===== config.mk =====
export PLATFORM = sky130hd
export DESIGN_NAME = dmem_arbiter_flat
export DESIGN_NICKNAME = d
export VERILOG_FILES = /design/src/rtl/dmem_arbiter_if.sv /design/src/rtl/dmem_arbiter.sv /design/src/flat_wrapper.sv
export SDC_FILE = /design/constraint.sdc
export NUM_CORES = 1
export LEC_CHECK = 0
export BUFFER_PORTS_ARGS = -buffer_cell sky130_fd_sc_hd__buf_2
export CORE_AREA = 2 2 110 112
export CTS_CLUSTER_DIAMETER = 40
export DETAILED_ROUTE_END_ITERATION = 8
export DIE_AREA = 0 0 112 114
export SYNTH_ARGS = -nofsm -noshare
export SYNTH_HDL_FRONTEND = slang
export SYNTH_SLANG_ARGS = --single-unit
export TNS_END_PERCENT = 10

===== constraint.sdc =====
create_clock -name HCLK -period 2.1 [get_ports HCLK]
set_input_delay 0.21 -clock HCLK [delete_from_list [all_inputs] [get_ports HCLK]]
set_output_delay 0.21 -clock HCLK [all_outputs]
set_load 0.005 [all_outputs]

===== src/rtl/dmem_arbiter_if.sv =====
// dmem_arbiter_if: two-master request/response bus plus single-port data-memory bus.
// Ports: m_* are per-master (master i on lane i), s_* face the data memory.
// Modports: slave = arbiter side, master = environment side (masters and memory).
interface dmem_arbiter_if;
  logic [1:0]  m_req, m_lock, m_write, m_gnt, m_rvalid, m_err;
  logic [63:0] m_addr, m_wdata;
  logic [7:0]  m_be;
  logic [31:0] m_rdata;
  logic        s_req, s_sel, s_write, s_gnt, s_rvalid;
  logic [31:0] s_addr, s_wdata, s_rdata;
  logic [3:0]  s_be;
  modport slave (
    input  m_req, m_lock, m_addr, m_be, m_write, m_wdata, s_gnt, s_rvalid, s_rdata,
    output m_gnt, m_rvalid, m_err, m_rdata, s_req, s_sel, s_write, s_addr, s_be, s_wdata
  );
  modport master (
    output m_req, m_lock, m_addr, m_be, m_write, m_wdata, s_gnt, s_rvalid, s_rdata,
    input  m_gnt, m_rvalid, m_err, m_rdata, s_req, s_sel, s_write, s_addr, s_be, s_wdata
  );
endinterface


===== src/rtl/dmem_arbiter.sv =====
// dmem_arbiter: two-master arbiter onto a single data-memory port with window decode and lock.
// Ports: HCLK, HRESETn (async, active-low), bus (dmem_arbiter_if.slave).
// Config: define DMEM_ARB_RR_EN for round-robin IDLE arbitration; default is fixed priority (master 0 first).
module dmem_arbiter #(
  parameter logic [31:0] dmem_addr_low  = 32'h00100000,
  parameter logic [31:0] dmem_addr_high = 32'h00108000
) (
  input logic           HCLK,
  input logic           HRESETn,
  dmem_arbiter_if.slave bus
);
  typedef enum logic [1:0] {IDLE, LOCK0, LOCK1} state_t;
  state_t      state;
  logic        owner, err, outstanding;
  logic        hold, any, sel, pick, in_win, mem_go, gnt, rsp;
  logic [1:0]  elig;
  logic [31:0] w_addr;
`ifdef DMEM_ARB_RR_EN
  logic ptr;
  assign pick = ptr;
`else
  assign pick = 1'b0;
`endif
  // hold: the locked master keeps ownership; otherwise a lock state behaves like IDLE
  // with the previously locked master excluded for this cycle.
  always_comb begin
    hold   = (state == LOCK0 && bus.m_req[0] && bus.m_lock[0]) ||
             (state == LOCK1 && bus.m_req[1] && bus.m_lock[1]);
    elig   = state == LOCK0 ? (hold ? 2'b01 : bus.m_req & 2'b10) :
             state == LOCK1 ? (hold ? 2'b10 : bus.m_req & 2'b01) : bus.m_req;
    elig   = HRESETn ? elig : 2'b00;
    any    = |elig;
    sel    = elig == 2'b11 ? pick : elig[1];
    w_addr = sel ? bus.m_addr[63:32] : bus.m_addr[31:0];
    in_win = w_addr >= dmem_addr_low && w_addr < dmem_addr_high;
    mem_go = any && in_win;
    gnt    = any && (in_win ? bus.s_gnt : 1'b1);
    rsp    = outstanding && (err || bus.s_rvalid);
  end
  assign bus.s_req    = mem_go;
  assign bus.s_sel    = mem_go;
  assign bus.s_write  = mem_go && (sel ? bus.m_write[1] : bus.m_write[0]);
  assign bus.s_addr   = mem_go ? w_addr : '0;
  assign bus.s_be     = mem_go ? (sel ? bus.m_be[7:4] : bus.m_be[3:0]) : '0;
  assign bus.s_wdata  = mem_go ? (sel ? bus.m_wdata[63:32] : bus.m_wdata[31:0]) : '0;
  assign bus.m_gnt    = gnt ? (sel ? 2'b10 : 2'b01) : 2'b00;
  assign bus.m_rvalid = rsp ? (owner ? 2'b10 : 2'b01) : 2'b00;
  assign bus.m_err    = rsp && err ? (owner ? 2'b10 : 2'b01) : 2'b00;
  assign bus.m_rdata  = rsp && !err ? bus.s_rdata : '0;
  always_ff @(posedge HCLK or negedge HRESETn)
    if (!HRESETn) begin
      state       <= IDLE;
      owner       <= 1'b0;
      err         <= 1'b0;
      outstanding <= 1'b0;
`ifdef DMEM_ARB_RR_EN
      ptr         <= 1'b0;
`endif
    end else begin
      outstanding <= gnt;
      if (gnt) begin
        owner <= sel;
        err   <= !in_win;
      end
      state <= hold ? state :
               gnt && (sel ? bus.m_lock[1] : bus.m_lock[0]) ? (sel ? LOCK1 : LOCK0) : IDLE;
`ifdef DMEM_ARB_RR_EN
      if (gnt && !hold) ptr <= !sel;
`endif
    end
endmodule


===== src/flat_wrapper.sv =====
// flat-port wrapper written by rule: the top's interface ports become plain ports
module dmem_arbiter_flat 
#(
  parameter logic [31:0] dmem_addr_low  = 32'h00100000,
  parameter logic [31:0] dmem_addr_high = 32'h00108000
)
  (HCLK, HRESETn, bus_m_req, bus_m_lock, bus_m_addr, bus_m_be, bus_m_write, bus_m_wdata, bus_s_gnt, bus_s_rvalid, bus_s_rdata, bus_m_gnt, bus_m_rvalid, bus_m_err, bus_m_rdata, bus_s_req, bus_s_sel, bus_s_write, bus_s_addr, bus_s_be, bus_s_wdata);
  dmem_arbiter_if bus_i ();
  input logic HCLK;
  input logic HRESETn;
  input wire logic [$bits(bus_i.m_req)-1:0] bus_m_req;
  input wire logic [$bits(bus_i.m_lock)-1:0] bus_m_lock;
  input wire logic [$bits(bus_i.m_addr)-1:0] bus_m_addr;
  input wire logic [$bits(bus_i.m_be)-1:0] bus_m_be;
  input wire logic [$bits(bus_i.m_write)-1:0] bus_m_write;
  input wire logic [$bits(bus_i.m_wdata)-1:0] bus_m_wdata;
  input wire logic [$bits(bus_i.s_gnt)-1:0] bus_s_gnt;
  input wire logic [$bits(bus_i.s_rvalid)-1:0] bus_s_rvalid;
  input wire logic [$bits(bus_i.s_rdata)-1:0] bus_s_rdata;
  output wire logic [$bits(bus_i.m_gnt)-1:0] bus_m_gnt;
  output wire logic [$bits(bus_i.m_rvalid)-1:0] bus_m_rvalid;
  output wire logic [$bits(bus_i.m_err)-1:0] bus_m_err;
  output wire logic [$bits(bus_i.m_rdata)-1:0] bus_m_rdata;
  output wire logic [$bits(bus_i.s_req)-1:0] bus_s_req;
  output wire logic [$bits(bus_i.s_sel)-1:0] bus_s_sel;
  output wire logic [$bits(bus_i.s_write)-1:0] bus_s_write;
  output wire logic [$bits(bus_i.s_addr)-1:0] bus_s_addr;
  output wire logic [$bits(bus_i.s_be)-1:0] bus_s_be;
  output wire logic [$bits(bus_i.s_wdata)-1:0] bus_s_wdata;
  assign bus_i.m_req = bus_m_req;
  assign bus_i.m_lock = bus_m_lock;
  assign bus_i.m_addr = bus_m_addr;
  assign bus_i.m_be = bus_m_be;
  assign bus_i.m_write = bus_m_write;
  assign bus_i.m_wdata = bus_m_wdata;
  assign bus_i.s_gnt = bus_s_gnt;
  assign bus_i.s_rvalid = bus_s_rvalid;
  assign bus_i.s_rdata = bus_s_rdata;
  assign bus_m_gnt = bus_i.m_gnt;
  assign bus_m_rvalid = bus_i.m_rvalid;
  assign bus_m_err = bus_i.m_err;
  assign bus_m_rdata = bus_i.m_rdata;
  assign bus_s_req = bus_i.s_req;
  assign bus_s_sel = bus_i.s_sel;
  assign bus_s_write = bus_i.s_write;
  assign bus_s_addr = bus_i.s_addr;
  assign bus_s_be = bus_i.s_be;
  assign bus_s_wdata = bus_i.s_wdata;
  dmem_arbiter #(.dmem_addr_low(dmem_addr_low), .dmem_addr_high(dmem_addr_high)) u_core (.HCLK(HCLK), .HRESETn(HRESETn), .bus(bus_i));
endmodule

==> parameters.txt, run 1 <==
Parameter                              Value

Job
  Maximum Capacitance Violations ... 0

Power
  Share of power burned in the clock network ... 38.3%
  Combinational cell fraction of total power ... 47.2%
  Sequential fraction of design power ... 14.5%
  Peak supply drop ... 253 uV
  Net switching power ... 0.000251 W
  Net switching share of the total power ... 30.8%
  Total leakage power ... 1.81 nW
  Pwr dens ... 233 nW/um^2
  Internal Pwr Total ... 0.000565 W

Outcome
  Outcome ... finished with violations
  Violated checks ... setup timing

CTS
  Clock tree from TritonCTS ... done
  Number of H-tree levels ... 1
  Maximum number of buffers from clock root to sink ... 2
  Root buffer cell ... sky130_fd_sc_hd__clkbuf_16
  Clock latency on the worst-skew pair ... 0.23 ns
  Number of buffers added for setup after CTS ... 0
  Number of buffers inserted during clock tree synthesis ... 3
  Sink count of the clock tree ... 5
  Clock-pin slew on the worst setup and hold paths ... 0.03 ns

Synth
  Cell Area, Synth ... 1950 sq um
  Synth warnings ... 0
  Dominant synthesized flop cell ... sky130_fd_sc_hd__dfrtp_1
  Leading area contributor after synthesis ... sky130_fd_sc_hd__nand3_1
  Average instance area after synthesis ... 6.73 sq um
  Leading post-synthesis cells by instance count ... sky130_fd_sc_hd__nand3_1 (107), sky130_fd_sc_hd__a21oi_1 (36), sky130_fd_sc_hd__and2_1 (32)
  Unique cell type count in the Yosys netlist ... 33
  Most repeated cell in the gate-level netlist after synthesis ... sky130_fd_sc_hd__nand3_1
  Sequential element share of the synthesized area ... 6.43%
  Number of flip-flops and latches in the synthesized netlist ... 5
  Synth Instances ... 289
  Fraction of registers with async set/reset ... 100%
  Share of Yosys cell area claimed by the top area cell type ... 27.5%
  Dominant cells by area after synthesis ... sky130_fd_sc_hd__nand3_1 (28%), sky130_fd_sc_hd__and2_1 (10%), sky130_fd_sc_hd__a21oi_1 (9.3%)
  Post-synth EDFFs ... 0

Global route
  Combined global-route utilization of all metal layers ... 12.0%
  GRT Residual Overflow ... 0
  Global-route wire length before repair ... 12700 um
  Vias in the first global route ... 2492
  Maximum number of pins on one net before global-route repair ... 56
  Number of antenna violations at the first check in global routing ... 0

Floorplanning
  Io pins ... 287
  Height of the chip ... 114 um
  Die Footprint ... 12800 sq um
  Die Wd ... 112 um
  CORE AREA ... 11700 sq um
  Initial core utilization ... 16.6%
  Std cell rows ... 40

Placed design
  Buffers on Ports ... 270
  Area after DPL ... 3320 sq um
  HPWL after DPL ... 6880 um
  Gpl congestion ... 0.870
  Post-Place Worst Slack ... 0.102 ns

STA
  Pins Over Slew Limit ... 0
  Total of endpoints with negative setup slack in the final report ... 2
  Achievable Freq ... 469 MHz
  Final critical-path setup slack ... -0.0316 ns
  Setup repair after global routing missed its margin ... true
  Hold violation count in the final report ... 0
  Time the final worst path needs with I/O delays and setup ... 2.13 ns
  Ratio of final minimum period to clock period ... 102%
  Final clock skew ... 0.00166 ns

Layout
  Area growth from synthesis to final layout ... 80.5%
  Net count of the finished layout ... 727
  Ant diodes ... 0
  Final Cell Area ... 3510 sq um
  Layout cell share with drive strength beyond 1 ... 57.8%

Worst hold path
  Hold path startpoint ... bus_m_lock[1]
  Class of the tightest hold or removal check ... input pin to flip-flop

Worst setup path
  Startpoint type of the worst setup path ... flip-flop
  Crit path capture type ... output port
  Critical path origin ... u_core.state[1]
  Crit path DAT ... 1.92 ns
  Worst Path Required ... 1.89 ns
  Worst Setup Path Type ... flip-flop to output port
  FF-to-FF setup slack ... 0.43 ns
  Maximum fanout encountered on the critical timing path ... 17
  Worst flop-to-flop path startpoint ... u_core.state[1]

Drt
  Antenna viol nets, final ... 0
  Average vias per placed instance ... 4.37
  WL per Instance ... 12.9 um
  Total DRC errors in the routed layout ... 0
  First DRT Iteration DRCs ... 164
  Length of the first detailed-routing pass in iterations ... 4
  Total vias in the final route ... 3037
  Overall routed net length ... 8950 um
## stage by stage
| step | TNS (ns) | total power [W] | hold slack, ns | util [%] | std cells |
|---|---|---|---|---|---|
| final | -0.0417 | 0.000816 | 0.289 | 30.0 | 695 |
| after global routing | -4.05 | 0.000867 | 0.298 | 30.0 | 695 |
| after CTS | -0.320 | 0.000807 | 0.279 | 29.6 | 694 |
| after detailed placement | 0 | 0.000473 | 0.0720 | 28.4 | 688 |
| after global placement | 0 | 0.000474 | 0.0710 | 28.4 | 688 |
| after floorplan | 0 | 0.000284 | -0.0856 | - | 304 |
## state kept, by name (all words and copies together) (netlist names)
name                cells
u_core.outstanding      1
u_core.owner            1
u_core.state            2
u_core.err              1
## layout by cell type (no fill, tap or decap), types with 4 or more instances in the layout
cell type	instances
sky130_fd_sc_hd__buf_12	8
sky130_fd_sc_hd__nand3_1	106
sky130_fd_sc_hd__dfrtp_1	5
sky130_fd_sc_hd__nand2_1	4
sky130_fd_sc_hd__clkbuf_16	4
sky130_fd_sc_hd__o21ai_0	4
sky130_fd_sc_hd__conb_1	16
sky130_fd_sc_hd__buf_2	270
sky130_fd_sc_hd__nor2_1	5
sky130_fd_sc_hd__a21oi_1	36
sky130_fd_sc_hd__and2_1	32
sky130_fd_sc_hd__a21oi_2	17
## area by class of cell
class	instances	area [sq um]
Timing Repair Buffer	287	1650
Tap cell	147	184
Inverter	3	11.3
Sequential cell	5	125
Clock buffer	4	78.8
Multi-Input combinational cell	249	1470
Fill cell	1306	8200
## power by group through the flow
stage                     Clock, W  Sequential, W  Combinational, W
final                     0.000313       0.000119          0.000385
after global routing      0.000329       0.000121          0.000417
after CTS                 0.000317       0.000119          0.000372
after detailed placement         0       0.000120          0.000354
after global placement           0       0.000119          0.000355
after floorplan                  0       0.000116          0.000168
## layer usage
metal  up-vias  track usage (%)  share of wire (%)
met5         -                0                  0
met4         0             1.95               0.75
met3         8             2.28                7.7
met2       152             19.4                 47
met1      1349             16.9                 45
li1       1528                -                  -
## critical path, stage by stage (launching register included)
cell                      delay (ns)
sky130_fd_sc_hd__dfrtp_1        0.38
sky130_fd_sc_hd__or3b_1         0.38
sky130_fd_sc_hd__nand3_2        0.10
sky130_fd_sc_hd__and3_4         0.27
sky130_fd_sc_hd__buf_12         0.16
sky130_fd_sc_hd__nand3_1        0.10
sky130_fd_sc_hd__a21oi_2        0.16
sky130_fd_sc_hd__buf_2          0.14
## logic make-up (layout without fill, tap and decap cells)
kind of cell	Yosys count	after routing	synth area share, %
AND/OR/NAND/NOR	171	171	50.4
AO/OA/AOI/OAI	61	61	20.1
buffers and inverters	50	294	22.3
flip-flops	5	5	6.43
other	1	16	0.193
multiplexers	1	1	0.579
## final timing paths
path	cells after the start	to
max in group asynchronous	2	u_core.state[1]
max reg2reg	6	u_core.state[1]
min reg2reg	2	u_core.err
max	7	bus_s_wdata[26]
min	3	u_core.state[1]
min in group asynchronous	2	u_core.outstanding
## timing repair
item	CTS	global route
hold buffers	1	0
pin swaps	1	0
gates resized for setup	7	3
setup endpoints to repair	46	56
hold endpoints to repair	5	0
cloned	1	1
No activity file was read; power rests on OpenSTA's default activity.
==> run 2, diff against run 1 <==
--- a/config.mk
+++ b/config.mk
@@ -5,11 +5,13 @@
 export SDC_FILE = /design/constraint.sdc
 export NUM_CORES = 1
 export LEC_CHECK = 0
+export ABC_AREA = 1
 export BUFFER_PORTS_ARGS = -buffer_cell sky130_fd_sc_hd__buf_2
-export CORE_AREA = 2 2 110 112
+export CORE_AREA = 2 2 113 115
 export CTS_CLUSTER_DIAMETER = 40
 export DETAILED_ROUTE_END_ITERATION = 8
-export DIE_AREA = 0 0 112 114
+export DIE_AREA = 0 0 115 117
+export PLACE_DENSITY = 0.49
 export SYNTH_ARGS = -nofsm -noshare
 export SYNTH_HDL_FRONTEND = slang
 export SYNTH_SLANG_ARGS = --single-unit
==> parameters.txt, run 2 <==
Parameter                              Value

CTS
  Root buffer cell ... sky130_fd_sc_hd__clkbuf_16
  Quantity of hold-fixing buffers added after cts ... 0
  Sink count of the clock tree ... 5
  Clock tree from TritonCTS ... done
  Number of H-tree levels ... 1
  Number of buffers inserted during clock tree synthesis ... 3
  Clock latency on the worst-skew pair ... 0.23 ns
  Maximum number of buffers from clock root to sink ... 2
  Number of buffers added for setup after CTS ... 0
  Clock-pin slew on the worst setup and hold paths ... 0.03 ns

Worst setup path
  Worst Path Required ... 1.89 ns
  Startpoint type of the worst setup path ... flip-flop
  Crit path capture type ... output port
  Crit path DAT ... 2.39 ns
  Worst Reg-to-Reg Cells ... 16
  Maximum fanout encountered on the critical timing path ... 38
  Worst Setup Path Type ... flip-flop to output port

Job
  Maximum Capacitance Violations ... 0

Synth
  Average instance area after synthesis ... 5.24 sq um
  Share of Yosys cell area claimed by the top area cell type ... 28.7%
  Fraction of registers with async set/reset ... 100%
  Cell Area, Synth ... 2000 sq um
  Leading post-synthesis cells by instance count ... sky130_fd_sc_hd__nand2_1 (153), sky130_fd_sc_hd__a21oi_2 (48), sky130_fd_sc_hd__nor2_1 (47)
  Post-synth EDFFs ... 0
  Dominant synthesized flop cell ... sky130_fd_sc_hd__dfrtp_1
  Unique cell type count in the Yosys netlist ... 24
  Sequential element share of the synthesized area ... 6.25%
  Number of flip-flops and latches in the synthesized netlist ... 5
  Leading area contributor after synthesis ... sky130_fd_sc_hd__nand2_1
  Synth warnings ... 0
  Synth Instances ... 382
  Most repeated cell in the gate-level netlist after synthesis ... sky130_fd_sc_hd__nand2_1
  Dominant cells by area after synthesis ... sky130_fd_sc_hd__nand2_1 (29%), sky130_fd_sc_hd__a21oi_2 (21%), sky130_fd_sc_hd__nor2_1 (8.8%)

Floorplanning
  CORE AREA ... 12300 sq um
  Initial core utilization ... 16.3%
  Die Footprint ... 13500 sq um
  Io pins ... 287
  Die Wd ... 115 um
  Height of the chip ... 117 um
  Std cell rows ... 41

Layout
  Area growth from synthesis to final layout ... 79.7%
  Commonest cells after routing, fill and taps aside ... sky130_fd_sc_hd__buf_2 (266), sky130_fd_sc_hd__nand2_1 (152), sky130_fd_sc_hd__a21oi_2 (48)
  Ant diodes ... 0
  Most common cell after layout, fill and taps aside ... sky130_fd_sc_hd__buf_2
  Final Cell Area ... 3600 sq um
  Max FFs per register ... 2
  Final cell utilization of the core ... 29.2%
  Final cell count without fillers ... 797
  Layout cell share with drive strength beyond 1 ... 54.9%
  Area taken by flip-flops and latches ... 125 sq um
  Net count of the finished layout ... 826
  Area taken by multi-input logic gates ... 1510 sq um
  Number of fill cells in the layout ... 1454
  Register ranked first by flip-flop count ... u_core.state

STA
  Final clock skew ... 0.000289 ns
  Setup repair after global routing missed its margin ... true
  Achievable Freq ... 385 MHz
  Total of endpoints with negative setup slack in the final report ... 61
  Pins Over Slew Limit ... 0
  Accumulated negative setup slack ... -25.20 ns
  Final critical-path setup slack ... -0.498 ns
  Time the final worst path needs with I/O delays and setup ... 2.60 ns
  Hold violation count in the final report ... 0
  Ratio of final minimum period to clock period ... 124%

Worst hold path
  Class of the tightest hold or removal check ... input pin to asynchronous set/reset pin

Global route
  Number of antenna violations at the first check in global routing ... 0
  Vias in the first global route ... 2726
  Combined global-route utilization of all metal layers ... 12.0%
  GRT Residual Overflow ... 0
  Maximum number of pins on one net before global-route repair ... 39
  Global-route wire length before repair ... 12800 um

Drt
  Total DRC errors in the routed layout ... 0
  Overall routed net length ... 9220 um
  Average vias per placed instance ... 4.03
  First DRT Iteration DRCs ... 64
  Total vias in the final route ... 3213
  Antenna viol nets, final ... 0
  WL per Instance ... 11.6 um
  Length of the first detailed-routing pass in iterations ... 4

Placed design
  Area after DPL ... 3480 sq um
  Buffers on Ports ... 270
  Gpl congestion ... 0.816
  HPWL after DPL ... 7820 um
  Placed insts ... 792

Outcome
  Violated checks ... setup timing
  Outcome ... finished with violations

Power
  Pwr dens ... 282 nW/um^2
  Total leakage power ... 2.31 nW
  Peak supply drop ... 163 uV
## run 2: cell type report
cell class | count | area share [%]
tap | 150 | 5.22
inverter | 48 | 5.01
clock buffer | 4 | 2.19
timing repair buffer | 287 | 42.1
multi-input combinational | 303 | 42.0
sequential | 5 | 3.48
## run 2: routing by layer
metal | up-vias | track usage [%] | wire length (um)
li1 | 1668 | - | -
met2 | 169 | 25.1 | 5010
met4 | 0 | 2.25 | 60
met3 | 5 | 1.85 | 803
met5 | - | 0 | 0
met1 | 1371 | 12.5 | 3350
## run 2: worst max-delay path, stage by stage (launching register included)
cell                      delay, ns
sky130_fd_sc_hd__dfrtp_1       0.39
sky130_fd_sc_hd__nor2_1        0.11
sky130_fd_sc_hd__nand2_1       0.09
sky130_fd_sc_hd__nand2_1       0.10
sky130_fd_sc_hd__nand2_2       0.11
sky130_fd_sc_hd__buf_4         0.21
sky130_fd_sc_hd__nand4_1       0.09
sky130_fd_sc_hd__nand2_1       0.05
sky130_fd_sc_hd__nor2_1        0.12
sky130_fd_sc_hd__nand2_1       0.10
sky130_fd_sc_hd__nor2_4        0.14
sky130_fd_sc_hd__nand4_4       0.12
sky130_fd_sc_hd__buf_12        0.21
sky130_fd_sc_hd__a21oi_1       0.14
sky130_fd_sc_hd__buf_2         0.13
## run 2: final timing paths
check | startpoint | to | slack [ns]
min in group HCLK | bus_m_lock[0] | u_core.state[0] | 0.33
setup reg to reg | u_core.state[1] | u_core.state[0] | -0.09
hold reg to reg | u_core.err | u_core.err | 0.56
setup / recovery | u_core.state[1] | bus_s_wdata[0] | -0.50
hold / removal | HRESETn | u_core.state[0] | 0.003
max in group asynchronous | HRESETn | u_core.err | 1.99
## run 2: logic make-up (layout without fill, tap and decap cells)
family | count (synthesis) | count (layout) | share of synthesized area, %
flip-flops | 5 | 5 | 6.25
other | 1 | 16 | 0.187
buffers and inverters | 90 | 339 | 22.6
AO/OA/AOI/OAI | 60 | 60 | 24.1
AND/OR/NAND/NOR | 226 | 227 | 46.9
## run 2: through the flow
step | setup WS, ns | hold WS [ns] | total power [W]
3_5_place_dp | -0.285 | 0.189 | 0.000689
2_1_floorplan | -0.0581 | -0.0856 | 0.000426
5_1_grt | -0.719 | 0.0173 | 0.00110
3_3_place_gp | -0.277 | 0.190 | 0.000693
4_1_cts | -0.512 | 0.00858 | 0.00102
6_report | -0.498 | 0.00330 | 0.00101
## run 2: timing repair
| item | in CTS | in global routing |
|---|---|---|
| cloned | 1 | 0 |
| setup endpoints to repair | 62 | 62 |
| pin swaps | 1 | 0 |
| gates resized for setup | 5 | 3 |
## run 2: report_power, final
| part | total [W] | internal [W] | switching [W] |
|---|---|---|---|
| logic | 0.000576 | 0.000257 | 0.000319 |
| registers | 0.000116 | 0.000110 | 0.00000680 |
| clock network | 0.000322 | 0.000252 | 0.0000698 |
| total | 0.00101 | 0.000619 | 0.000396 |
